## config.mk

```make
export PLATFORM = sky130hd
export DESIGN_NAME = uart_tx_flat
export DESIGN_NICKNAME = d
export VERILOG_FILES = /design/src/rtl/uart_tx_if.sv /design/src/rtl/uart_tx.sv /design/src/flat_wrapper.sv
export SDC_FILE = /design/constraint.sdc
export NUM_CORES = 1
export LEC_CHECK = 0
export CAP_MARGIN = 40
export CORE_MARGIN = 2
export CORE_UTILIZATION = 30
export CTS_CLUSTER_DIAMETER = 150
export DETAILED_ROUTE_END_ITERATION = 16
export SLEW_MARGIN = 20
export SYNTH_ARGS = -nofsm -noshare
export SYNTH_HDL_FRONTEND = slang
export SYNTH_SLANG_ARGS = --single-unit
```

## constraint.sdc

```tcl
create_clock -name clk -period 7.4 [get_ports clk]
set_input_delay 1.48 -clock clk [delete_from_list [all_inputs] [get_ports clk]]
set_output_delay 1.48 -clock clk [all_outputs]
set_load 0.005 [all_outputs]
```

## src/rtl/uart_tx_if.sv

```systemverilog
// Host-side connection of the UART transmitter: runtime config, TX FIFO read port
// and the serial line / status outputs.
interface uart_tx_if;
  logic [15:0] baud_divisor;
  logic [1:0]  i_parity_type;
  logic        i_stop_bits;
  logic        i_tx_en;
  logic [7:0]  i_fifo_data;
  logic        empty;
  logic        o_fifo_rd_en;
  logic        tx;
  logic        o_busy;
  logic        o_tx_done;

  modport master (
    output baud_divisor, i_parity_type, i_stop_bits, i_tx_en, i_fifo_data, empty,
    input  o_fifo_rd_en, tx, o_busy, o_tx_done
  );

  modport slave (
    input  baud_divisor, i_parity_type, i_stop_bits, i_tx_en, i_fifo_data, empty,
    output o_fifo_rd_en, tx, o_busy, o_tx_done
  );
endinterface

```

## src/rtl/uart_tx.sv

```systemverilog
// UART transmitter: pops a byte from the TX FIFO and sends start, 8 data bits LSB
// first, optional parity and 1 or 2 stop bits at a runtime-programmable bit period.
module uart_tx #(
  parameter int CLK_FREQ = 50000000
) (
  input  logic     clk,
  input  logic     rst,
  uart_tx_if.slave bus
);

  generate
    if (CLK_FREQ <= 0) begin : g_bad_freq
      $error("uart_tx: CLK_FREQ must be positive");
    end
  endgenerate

  typedef enum logic [2:0] {
    IDLE, LOAD, START_BIT, DATA_BITS, PARITY_BIT, STOP_BIT
  } state_t;

  state_t      state;
  logic [7:0]  shift_reg;
  logic [15:0] div_q;
  logic [15:0] baud_cnt;
  logic [2:0]  bit_cnt;
  logic [1:0]  par_type;
  logic        par_bit;
  logic        stop2;
  logic        stop_idx;
  logic        tx_q;
  logic        baud_tick;
  logic        rd_en;

  assign baud_tick = (baud_cnt == div_q - 16'd1);
  // Pop decision is made in the IDLE cycle itself so the byte is on the bus during LOAD.
  assign rd_en     = !rst && (state == IDLE) && bus.i_tx_en && !bus.empty;

  assign bus.o_fifo_rd_en = rd_en;
  assign bus.tx           = tx_q;
  assign bus.o_busy       = (state != IDLE);
  assign bus.o_tx_done    = (state == STOP_BIT) && baud_tick && (stop_idx || !stop2);

  always_ff @(posedge clk) begin
    if (rst) begin
      state     <= IDLE;
      shift_reg <= '0;
      div_q     <= '0;
      baud_cnt  <= '0;
      bit_cnt   <= '0;
      par_type  <= '0;
      par_bit   <= 1'b0;
      stop2     <= 1'b0;
      stop_idx  <= 1'b0;
      tx_q      <= 1'b1;
    end else begin
      if (state != IDLE && state != LOAD)
        baud_cnt <= baud_tick ? 16'd0 : baud_cnt + 16'd1;

      case (state)
        IDLE: begin
          tx_q <= 1'b1;
          if (rd_en) state <= LOAD;
        end
        LOAD: begin
          shift_reg <= bus.i_fifo_data;
          div_q     <= (bus.baud_divisor == 16'd0) ? 16'd1 : bus.baud_divisor;
          par_type  <= bus.i_parity_type;
          stop2     <= bus.i_stop_bits;
          case (bus.i_parity_type)
            2'b01:   par_bit <= ^bus.i_fifo_data;
            2'b10:   par_bit <= ~^bus.i_fifo_data;
            2'b11:   par_bit <= 1'b1;
            default: par_bit <= 1'b0;
          endcase
          baud_cnt  <= '0;
          bit_cnt   <= '0;
          stop_idx  <= 1'b0;
          tx_q      <= 1'b0;
          state     <= START_BIT;
        end
        START_BIT: begin
          if (baud_tick) begin
            tx_q  <= shift_reg[0];
            state <= DATA_BITS;
          end
        end
        DATA_BITS: begin
          if (baud_tick) begin
            shift_reg <= shift_reg >> 1;
            bit_cnt   <= bit_cnt + 3'd1;
            if (bit_cnt == 3'd7) begin
              if (par_type != 2'b00) begin
                tx_q  <= par_bit;
                state <= PARITY_BIT;
              end else begin
                tx_q  <= 1'b1;
                state <= STOP_BIT;
              end
            end else begin
              // Drive the next bit now; shift_reg[0] is the bit just sent.
              tx_q <= shift_reg[1];
            end
          end
        end
        PARITY_BIT: begin
          if (baud_tick) begin
            tx_q  <= 1'b1;
            state <= STOP_BIT;
          end
        end
        STOP_BIT: begin
          if (baud_tick) begin
            if (stop2 && !stop_idx) stop_idx <= 1'b1;
            else                    state    <= IDLE;
          end
        end
        default: state <= IDLE;
      endcase
    end
  end

endmodule

```

## src/flat_wrapper.sv

```systemverilog
// flat-port wrapper written by rule: the top's interface ports become plain ports
module uart_tx_flat 
#(
  parameter int CLK_FREQ = 50000000
)
  (clk, rst, bus_baud_divisor, bus_i_parity_type, bus_i_stop_bits, bus_i_tx_en, bus_i_fifo_data, bus_empty, bus_o_fifo_rd_en, bus_tx, bus_o_busy, bus_o_tx_done);
  uart_tx_if bus_i ();
  input  logic clk;
  input  logic rst;
  input wire logic [$bits(bus_i.baud_divisor)-1:0] bus_baud_divisor;
  input wire logic [$bits(bus_i.i_parity_type)-1:0] bus_i_parity_type;
  input wire logic [$bits(bus_i.i_stop_bits)-1:0] bus_i_stop_bits;
  input wire logic [$bits(bus_i.i_tx_en)-1:0] bus_i_tx_en;
  input wire logic [$bits(bus_i.i_fifo_data)-1:0] bus_i_fifo_data;
  input wire logic [$bits(bus_i.empty)-1:0] bus_empty;
  output wire logic [$bits(bus_i.o_fifo_rd_en)-1:0] bus_o_fifo_rd_en;
  output wire logic [$bits(bus_i.tx)-1:0] bus_tx;
  output wire logic [$bits(bus_i.o_busy)-1:0] bus_o_busy;
  output wire logic [$bits(bus_i.o_tx_done)-1:0] bus_o_tx_done;
  assign bus_i.baud_divisor = bus_baud_divisor;
  assign bus_i.i_parity_type = bus_i_parity_type;
  assign bus_i.i_stop_bits = bus_i_stop_bits;
  assign bus_i.i_tx_en = bus_i_tx_en;
  assign bus_i.i_fifo_data = bus_i_fifo_data;
  assign bus_i.empty = bus_empty;
  assign bus_o_fifo_rd_en = bus_i.o_fifo_rd_en;
  assign bus_tx = bus_i.tx;
  assign bus_o_busy = bus_i.o_busy;
  assign bus_o_tx_done = bus_i.o_tx_done;
  uart_tx #(.CLK_FREQ(CLK_FREQ)) u_core (.clk(clk), .rst(rst), .bus(bus_i));
endmodule
```

==> run_results.csv <==
group,metric,value,unit
run_status,status,"complete, no violations",
synthesis,synth_edf_count,0,
power_and_ir_drop,combPwrFrac,28.4,%
clock_network,cts_root_buf,"clkbuf_8",
die,ios,35,
power_and_ir_drop,p_leak,1.22,nW
critical_path,cp_data_required_time,5920,ps
grt,antenna_found_initial,0,
timing,setup_violations,0,
timing,clock_skew,7.92,ps
route,route.vias.total,2501,
power_and_ir_drop,ir_drop,0.0831,mV
timing,period_minus_slack,5110,ps
synthesis,yosys_warnings,0,
route,viasPerCell,4.87,
synthesis,ys_ff_latch,52,
place,io_buffers,34,
synthesis,yosysMostFrequentCell,"dfxtp_1",
clock_network,cts_buffer_depth,2,
synthesis,seq_area_frac_synth,35.6,%
power_and_ir_drop,seqPwrFrac,43.9,%
synthesis,ys_top_cells_by_area,"dfxtp_1, xnor2_1, nand2_1",
clock_network,cts_hold_buf,0,
critical_path,start_kind,"flip-flop",
route,drt-total-wl,6390,µm
die,dieHeight,103,µm
power_and_ir_drop,internal_power,0.512,mW
power_and_ir_drop,p_sw,0.231,mW
timing,hold_viol,0,
synthesis,synth.avg_cell_area,8.16,µm²
route,drtIter0Drc,146,
critical_path,path_max_fanout,11,
clock_network,cts.sinks,52,
clock_network,cts_tree,"yes",
power_and_ir_drop,pwr_density_cell,214,nW/µm²
route,drc,0,
clock_network,insertion_delay,310,ps
synthesis,async_reset_ff_share,0,%
synthesis,synth_ff_type,"dfxtp_1",
timing,relSlewSlack,49.7,%
route,firstDrtPassIters,4,
timing,fin_crit_sh,69.0,%
layout,area_delta_synth_final,19.1,%
critical_path,cp.arrival,3630,ps
timing,hold_ws,473,ps
synthesis,synth_top_area_share,35.6,%
die,dieArea,10500,µm²
power_and_ir_drop,clkPwrFrac,27.7,%
grt,gr-total-overflow,0,
timing,worst_pin_slew,748,ps
layout,drive_gt1_share,7.09,%
die,dieWidth,103,µm
grt,grt_pass1_wl,11000,µm
grt,grt_pass1_vias,2332,
timing,setup_slack,2290,ps
timing,rsz0062_at_grt,"false",
timing,tns,0,ps
grt,grt_max_degree,39,
die,floorplan.initialDensity,30.4,%
min_path,min_path_type,"flip-flop to flip-flop",
synthesis,ys_top_cells_by_count,"dfxtp_1, nand2_1, nor2_1",
timing,maxSlewViolCount,0,
place,hpwl,4810,µm
place,dp_slack,2740,ps
grt,groute.usage.overall,13.0,%
synthesis,syn-cell-area,2920,µm²
place,gp_congestion,0.809,
clock_network,h-tree-depth,2,
layout,nNetsFinal,415,
clock_network,ctsResizeCount,0,
critical_path,crit_type,"flip-flop to output port",
layout,antennaDiodeCount,0,
layout,fillCellCount,1000,
route,post_drt_wl_per_cell,12.4,µm
die,rows,36,
synthesis,synth_top_cell_by_area,"dfxtp_1",
clock_network,post_cts_buffers,0,
job,cap_violations,0,
critical_path,end_kind,"output port",
synthesis,synth_cells,358,
die,core_area,9590,µm²
synthesis,syn-num-nets,393,
timing,fmax,196,MHz
power_and_ir_drop,p_sw_share,31.1,%
route,ant_nets,0,
clock_network,clk_pin_slew,90,ps
clock_network,cts_buffers,5,
synthesis,ys_types,55,
-- path summary, 6_finish.rpt --
path / start / to / slack (ps) / depth (start not counted)
hold reg to reg: u_core.div_q[15] / u_core.div_q[15] / 470 / 2
hold / removal: u_core.div_q[15] / u_core.div_q[15] / 470 / 2
setup / recovery: u_core.div_q[6] / bus_o_tx_done / 2290 / 9
setup reg to reg: u_core.div_q[6] / u_core.bit_cnt[0] / 4120 / 9
-- kinds of logic (layout without fill, tap and decap cells) --
| group | after synthesis | count (layout) | synth area share [%] |
|---|---|---|---|
| simple gates | 159 | 159 | 27.5 |
| compound gates | 63 | 63 | 14.8 |
| flops | 52 | 52 | 35.6 |
| xor+xnor | 42 | 42 | 12.6 |
| buf+inv | 28 | 51 | 4.20 |
| mux | 10 | 10 | 3.51 |
| fa+ha+maj | 4 | 4 | 1.71 |
-- worst max-delay path, cell delays in order, from the launching register on --
cell and delay (ps):
dfxtp_1 410, nor4_1 700, nand2_1 170, o41ai_1 460, o2111ai_1 260, nor4_2 250
buf_4 210, nand3_1 110, nor3b_1 210, clkdlybuf4s50_1 530
-- final cells by class --
cell class | count | area, µm² | share of cell area [%]
repair buffers | 37 | 370 | 10.6
clock buffers | 6 | 82.6 | 2.37
well taps | 133 | 166 | 4.78
multi-input cells | 278 | 1760 | 50.5
clock inverters | 2 | 38.8 | 1.12
flip-flops and latches | 52 | 1040 | 29.9
inverters | 6 | 22.5 | 0.647
-- per-stage QoR --
stage / utilization, % / cell area [µm²] / total power [mW] / cells
floorplan: - / 2920 / 0.487 / 358
global placement: 34.8 / 3340 / 0.538 / 505
detailed placement: 34.8 / 3340 / 0.541 / 505
CTS: 36.1 / 3460 / 0.747 / 513
global route: 36.3 / 3480 / 0.795 / 514
finish: 36.3 / 3480 / 0.743 / 514
-- power by group through the flow --
stage                     clock, mW  combinational [mW]  sequential [mW]
after floorplan                   0               0.166            0.321
after global placement            0               0.206            0.332
after detailed placement          0               0.208            0.333
after CTS                     0.212               0.209            0.326
after global routing          0.228               0.236            0.331
final                         0.206               0.211            0.326
-- layer usage --
metal / up-vias / GRT usage [%] / wire, µm
met5: - / 0 / 0
met4: 0 / 5.33 / 101
met3: 8 / 1.83 / 180
met2: 38 / 20.1 / 2880
met1: 1147 / 18.4 / 3230
li1: 1308 / - / -
-- cell usage in the layout (no fill, tap or decap), types with 2 or more instances in the layout --
cell and n:
nor2_1 39, a211oi_2 3, or3_1 3, or4_4 2, a22o_1 2, and2_1 2
buf_4 2, and3b_1 3, nor3b_1 3, nand4_1 9, dfxtp_1 52, nand3_1 12
ha_1 4, clkbuf_8 6, nand2_1 48, nor3_1 12, a21oi_1 25, or2_2 3
inv_1 6, nand2b_1 3, a31oi_1 6, xor2_1 17, clkdlybuf4s50_1 34, o2111ai_1 3
o311ai_0 2, xnor2_1 25, or4b_1 2, nor4b_1 2, nor2b_1 2, a221oi_1 2
o21ai_0 3, mux2i_1 8, a211oi_1 6, nor4_1 7
Note: power is estimated with default switching activity, not from simulation.
